**config.mk**
```make
export PLATFORM = sky130hd
export DESIGN_NAME = solenoid_lock_driver_flat
export DESIGN_NICKNAME = d
export VERILOG_FILES = /design/src/rtl/solenoid_lock_if.sv /design/src/rtl/solenoid_lock_driver.sv /design/src/flat_wrapper.sv
export SDC_FILE = /design/constraint.sdc
export NUM_CORES = 1
export LEC_CHECK = 0
export BUFFER_PORTS_ARGS = -buffer_cell sky130_fd_sc_hd__buf_2
export CAP_MARGIN = 20
export CORE_MARGIN = 2
export CORE_UTILIZATION = 52
export CTS_CLUSTER_DIAMETER = 60
export DETAILED_ROUTE_END_ITERATION = 12
export PLACE_DENSITY = 0.69
export SLEW_MARGIN = 20
export SYNTH_ARGS = -nofsm -noshare
export SYNTH_HDL_FRONTEND = slang
export SYNTH_SLANG_ARGS = --single-unit
```
**constraint.sdc**
```tcl
create_clock -name clk -period 2.45 [get_ports clk]
set_clock_uncertainty 0.15 [all_clocks]
set_input_delay 0.1225 -clock clk [delete_from_list [all_inputs] [get_ports clk]]
set_output_delay 0.1225 -clock clk [all_outputs]
set_load 0.005 [all_outputs]
```
**src/rtl/solenoid_lock_if.sv**
```systemverilog
// solenoid_lock_if: command/door inputs and drive/status outputs of the solenoid lock driver
interface solenoid_lock_if;
  logic       cmd_unlock;
  logic       door_closed;
  logic       sol_out;
  logic       busy;
  logic       fault;
  logic [1:0] state_dbg;
  modport master (output cmd_unlock, door_closed, input sol_out, busy, fault, state_dbg);
  modport slave  (input cmd_unlock, door_closed, output sol_out, busy, fault, state_dbg);
endinterface

```
**src/rtl/solenoid_lock_driver.sv**
```systemverilog
// solenoid_lock_driver: timed pull-in, PWM hold and forced cooldown for a door-lock solenoid
module solenoid_lock_driver #(
  parameter int unsigned PULL_CYCLES = 5_000_000,
  parameter int unsigned HOLD_CYCLES = 300_000_000,
  parameter int unsigned COOL_CYCLES = 100_000_000,
  parameter int unsigned PWM_PERIOD  = 100,
  parameter int unsigned PWM_DUTY    = 40,
  parameter int unsigned CNT_W       = 32
) (
  input logic           clk,
  input logic           rst,
  solenoid_lock_if.slave bus
);
  localparam int unsigned PW = $clog2(PWM_PERIOD + 1);
  localparam logic [CNT_W-1:0] PULL_LAST = CNT_W'(PULL_CYCLES - 1);
  localparam logic [CNT_W-1:0] HOLD_LAST = CNT_W'(HOLD_CYCLES - 1);
  localparam logic [CNT_W-1:0] COOL_LAST = CNT_W'(COOL_CYCLES - 1);
  localparam logic [PW-1:0]    PWM_LAST  = PW'(PWM_PERIOD - 1);
  localparam logic [PW:0]      DUTY      = (PW + 1)'(PWM_DUTY);
  typedef enum logic [1:0] {IDLE, PULL, HOLD, COOL} state_t;
  state_t           state, state_n;
  logic [CNT_W-1:0] cnt, cnt_n;
  logic [PW-1:0]    pwm, pwm_n;
  logic [PW:0]      pwm_inc;
  logic             fault_n, sol_n;
  always_comb begin
    state_n = state;
    cnt_n   = cnt + 1'b1;
    pwm_n   = '0;
    fault_n = bus.fault;
    unique case (state)
      IDLE: begin
        cnt_n = '0;
        if (bus.cmd_unlock) begin
          state_n = PULL;
          fault_n = 1'b0;
        end
      end
      PULL: if (cnt == PULL_LAST) begin
        state_n = HOLD;
        cnt_n   = '0;
      end
      HOLD: begin
        pwm_n = (pwm == PWM_LAST) ? '0 : pwm + 1'b1;
        // door-open takes priority so a timeout on the same cycle never flags a fault
        if (!bus.door_closed || cnt == HOLD_LAST) begin
          state_n = COOL;
          cnt_n   = '0;
          fault_n = bus.door_closed ? 1'b1 : bus.fault;
        end
      end
      COOL: if (cnt == COOL_LAST) begin
        state_n = IDLE;
        cnt_n   = '0;
      end
    endcase
  end
  // written as pwm+1 <= duty so a zero duty needs no special case
  assign pwm_inc = {1'b0, pwm_n} + 1'b1;
  assign sol_n   = (state_n == PULL) || (state_n == HOLD && pwm_inc <= DUTY);
  always_ff @(posedge clk) begin
    if (rst) begin
      state       <= IDLE;
      cnt         <= '0;
      pwm         <= '0;
      bus.sol_out <= 1'b0;
      bus.busy    <= 1'b0;
      bus.fault   <= 1'b0;
    end else begin
      state       <= state_n;
      cnt         <= cnt_n;
      pwm         <= pwm_n;
      bus.sol_out <= sol_n;
      bus.busy    <= state_n != IDLE;
      bus.fault   <= fault_n;
    end
  end
  assign bus.state_dbg = state;
endmodule

```
**src/flat_wrapper.sv**
```systemverilog
// flat-port wrapper written by rule: the top's interface ports become plain ports
module solenoid_lock_driver_flat 
#(
  parameter int unsigned PULL_CYCLES = 5_000_000,
  parameter int unsigned HOLD_CYCLES = 300_000_000,
  parameter int unsigned COOL_CYCLES = 100_000_000,
  parameter int unsigned PWM_PERIOD  = 100,
  parameter int unsigned PWM_DUTY    = 40,
  parameter int unsigned CNT_W       = 32
)
  (clk, rst, bus_cmd_unlock, bus_door_closed, bus_sol_out, bus_busy, bus_fault, bus_state_dbg);
  solenoid_lock_if bus_i ();
  input logic clk;
  input logic rst;
  input wire logic [$bits(bus_i.cmd_unlock)-1:0] bus_cmd_unlock;
  input wire logic [$bits(bus_i.door_closed)-1:0] bus_door_closed;
  output wire logic [$bits(bus_i.sol_out)-1:0] bus_sol_out;
  output wire logic [$bits(bus_i.busy)-1:0] bus_busy;
  output wire logic [$bits(bus_i.fault)-1:0] bus_fault;
  output wire logic [$bits(bus_i.state_dbg)-1:0] bus_state_dbg;
  assign bus_i.cmd_unlock = bus_cmd_unlock;
  assign bus_i.door_closed = bus_door_closed;
  assign bus_sol_out = bus_i.sol_out;
  assign bus_busy = bus_i.busy;
  assign bus_fault = bus_i.fault;
  assign bus_state_dbg = bus_i.state_dbg;
  solenoid_lock_driver #(.PULL_CYCLES(PULL_CYCLES), .HOLD_CYCLES(HOLD_CYCLES), .COOL_CYCLES(COOL_CYCLES), .PWM_PERIOD(PWM_PERIOD), .PWM_DUTY(PWM_DUTY), .CNT_W(CNT_W)) u_core (.clk(clk), .rst(rst), .bus(bus_i));
endmodule
```
==> impl_metrics.json <==
{
  "clk_transition_reported_paths_ns": 0.08,
  "dpl_worst_slack_ns": 0.116,
  "crit_path_max_incr_delay_ns": 0.55,
  "timing.final.ws_setup_ns": 0.0987,
  "synth_edf_count": 0,
  "die-height_um": 72.4,
  "cts_buffers": 5,
  "final-instance-count-excl-fill": 334,
  "post-cts-setup-buffer-count": 0,
  "viasPerCell": 5.86,
  "power.ir.vdd_worst_mv": 0.277,
  "final-seq-area_sq_um": 881,
  "period_minus_slack_ns": 2.35,
  "path_class": "reg -> reg",
  "timing_max_transition_violations_final": 0,
  "htree_num_levels": 2,
  "netlist_top_cells_area": "sky130_fd_sc_hd__dfxtp_1, sky130_fd_sc_hd__a21oi_2, sky130_fd_sc_hd__xnor2_1, sky130_fd_sc_hd__nor3_1, sky130_fd_sc_hd__nand3_1",
  "report.final.hold_viol_count": 0,
  "finalSetupViolCount": 0,
  "dr_wl_met3_um": 210,
  "grt_overflow_total": 0,
  "hold_ws_ns": 0.209,
  "maxUsedRoutingLayer": "met4",
  "reg2reg_to": "u_core.cnt[25]",
  "ys_async_sr_fraction_pct": 0,
  "setup_tns_ns": 0,
  "route.vias.total": 1958,
  "post-synth-top-area-fraction_pct": 36.2,
  "detail_route.wirelength.met1_um": 2500,
  "grt_max_degree": 21,
  "hpwlAfterDp_um": 3770,
  "syn-num-nets": 267,
  "floorplan.die_area_sq_mm": 0.00524,
  "yosys.area.top_type": "sky130_fd_sc_hd__dfxtp_1",
  "grt_pass1_wl_um": 8400,
  "buffer_ports.inserted": 8,
  "slew_headroom_pct": 62.9,
  "wire_per_inst_um": 15.2,
  "antenna-diode-count": 0,
  "tritoncts_clock_tree": "yes",
  "run_status": "completed",
  "r2r_worst_path_depth": 6,
  "rrSetupSlack_ns": 0.1,
  "required_time_of_the_worst_setup_path_ns": 2.49,
  "final_antenna_net_count": 0,
  "cp-end-kind": "register",
  "worst_hold_path_type": "in -> reg",
  "startpoint": "u_core.cnt[17]",
  "timing_worst_slew_pin_value_ns": 0.552,
  "multi_input_logic_area_sq_mm": 0.00143,
  "cts-root-buf": "sky130_fd_sc_hd__clkbuf_8",
  "number_of_nets_at_the_end_of_the_flow": 287,
  "number_of_detailed_routing_iterations_run_before_antenna_repair": 6,
  "top_level_port_count": 9,
  "timing.critical_path.arrival_ns": 2.39,
  "initial_drt_markers": 167,
  "filler_cell_count": 413,
  "yosys_warnings": 0,
  "critical_path.slowest_cell": "sky130_fd_sc_hd__or4_4",
  "met2_wirelength_um": 2290,
  "timing.critical_path.fanout_max": 10,
  "die_span_x_um": 72.4,
  "cp-endpoint": "u_core.cnt[25]",
  "rsz0062_at_grt": "no",
  "yosysUniqueCellTypes": 47,
  "cts_sinks": 44,
  "synth.avg_cell_area_sq_um": 9.32,
  "fmax_mhz": 425,
  "critical_path.reg2reg.startpoint": "u_core.cnt[17]",
  "routed_wirelength_um": 5090,
  "cts-hold-fix-buffers": 2,
  "floorplan.rows": 24,
  "remaining_drc_errors": 0,
  "antenna_found_initial": 0,
  "p_total_mw": 1.33,
  "hold_depth": 4,
  "drive_above_1_share_pct": 26.2,
  "gpl.final_weighted_congestion": 0.817,
  "clk_latency_ns": 0.30,
  "place_inst": 324,
  "initial_utilization_pct": 54.7,
  "synth_area_sq_mm": 0.00243,
  "number_of_global_route_vias_before_repair": 1793,
  "period_share_pct": 96.0,
  "netlist_instances": 261,
  "synth_seq_area_share_pct": 36.2,
  "crit_path_cell_trace": "or3_4 > or4_4 > nor4_4 > a211o_4 > buf_4 > a21oi_2",
  "coreArea_sq_mm": 0.00444,
  "ctsLongestPathBuffers": 2,
  "quantity_of_gates_resized_following_cts": 0,
  "synthFlopType": "sky130_fd_sc_hd__dfxtp_1",
  "total_global_route_track_usage_pct": 20.4,
  "areaGrowthSynthToFinish_pct": 10.9,
  "leakage_nw": 0.783,
  "ys_ff_latch": 44,
  "total_power_density_per_cell_area_mw_per_mm2": 493,
  "setup.worst_path.start_class": "register",
  "maxCapViolCount": 0
}
## power by group
part / leakage (nW) / switching, mW / internal (mW)
clock: 0.0552 / 0.253 / 0.303
sequential: 0.356 / 0.00531 / 0.720
combinational: 0.372 / 0.0275 / 0.0217
## routing by layer
layer	vias to the layer above	GRT usage, %
li1	992	-
met1	912	27.9
met2	41	31.0
met3	13	4.86
met4	0	7.82
met5	-	0
## cell usage in the layout (no fill, tap or decap), types with 2 or more instances in the layout
cell	netlist	layout
sky130_fd_sc_hd__nand2_1	14	14
sky130_fd_sc_hd__clkbuf_8	0	5
sky130_fd_sc_hd__and4_1	6	6
sky130_fd_sc_hd__nand3_1	17	17
sky130_fd_sc_hd__o21a_1	2	2
sky130_fd_sc_hd__nor3_1	19	19
sky130_fd_sc_hd__dfxtp_1	44	44
sky130_fd_sc_hd__a21oi_1	4	4
sky130_fd_sc_hd__or3_1	3	3
sky130_fd_sc_hd__xor2_1	7	7
sky130_fd_sc_hd__nor4_1	6	6
sky130_fd_sc_hd__nand4b_1	2	2
sky130_fd_sc_hd__nand4_1	8	8
sky130_fd_sc_hd__nand2b_1	2	2
sky130_fd_sc_hd__ha_1	2	2
sky130_fd_sc_hd__or4_4	2	2
sky130_fd_sc_hd__and3_1	8	8
sky130_fd_sc_hd__nor4b_1	3	3
sky130_fd_sc_hd__buf_4	0	15
sky130_fd_sc_hd__a21oi_2	30	30
sky130_fd_sc_hd__xnor2_1	27	27
sky130_fd_sc_hd__nor2_1	14	14
sky130_fd_sc_hd__dlygate4sd3_1	0	2
sky130_fd_sc_hd__buf_2	3	8
sky130_fd_sc_hd__nor4bb_1	2	2
sky130_fd_sc_hd__inv_1	5	5
## cell usage after synthesis (all sizes together) (3+ instances only)
cell	count
nor4b	3
and3	9
clkbuf	6
nand4	8
nor2	14
xor2	7
a21oi	34
buf	7
nor4	7
nand3	17
nand2	14
and4	7
or3	4
dfxtp	44
inv	5
nor3	19
xnor2	27
## through the flow
step	util, %	cell area (sq um)
6_report	60.7	2700
3_5_place_dp	57.8	2570
4_1_cts	60.7	2700
3_3_place_gp	57.8	2570
5_1_grt	60.7	2700
2_1_floorplan	-	2430
## cells by family after synthesis
family,Yosys count,synth area share [%]
AO/OA/AOI/OAI,48,17.1
buffers and inverters,18,5.25
flip-flops,44,36.2
XOR/XNOR,34,12.2
AND/OR/NAND/NOR,115,28.1
adder cells (fa/ha/maj),2,1.03
## flip-flops by register name, indices dropped and copies added (netlist names)
register,count
u_core.cnt,32
u_core.pwm,7
u_core.bus.state_dbg,2
u_core.bus.busy,1
u_core.bus.fault,1
u_core.bus.sol_out,1
## area by class of cell
type	count	area share, %
Clock buffer	6	2.69
Tap cell	52	2.41
Multi-Input combinational cell	199	53.1
Sequential cell	44	32.7
Inverter	5	0.696
Timing Repair Buffer	26	7.14
Clock inverter	2	1.30
## worst max-delay path, delay by kind of cell, from the launching register on
kind,cells,cell delay [ns]
compound gates,2,0.33
flops,1,0.34
buf+inv,1,0.21
simple gates,3,1.22
## worst min-delay path by stage
stage,start,end,slack (ns)
2_1_floorplan,rst,u_core.bus.fault,0.04
3_3_place_gp,bus_cmd_unlock,u_core.bus.fault,0.20
3_5_place_dp,bus_cmd_unlock,u_core.bus.fault,0.21
4_1_cts,bus_door_closed,u_core.cnt[14],0.21
5_1_grt,bus_door_closed,u_core.cnt[16],0.21
6_report,bus_door_closed,u_core.cnt[17],0.21
(Power assumes the default switching activity.)
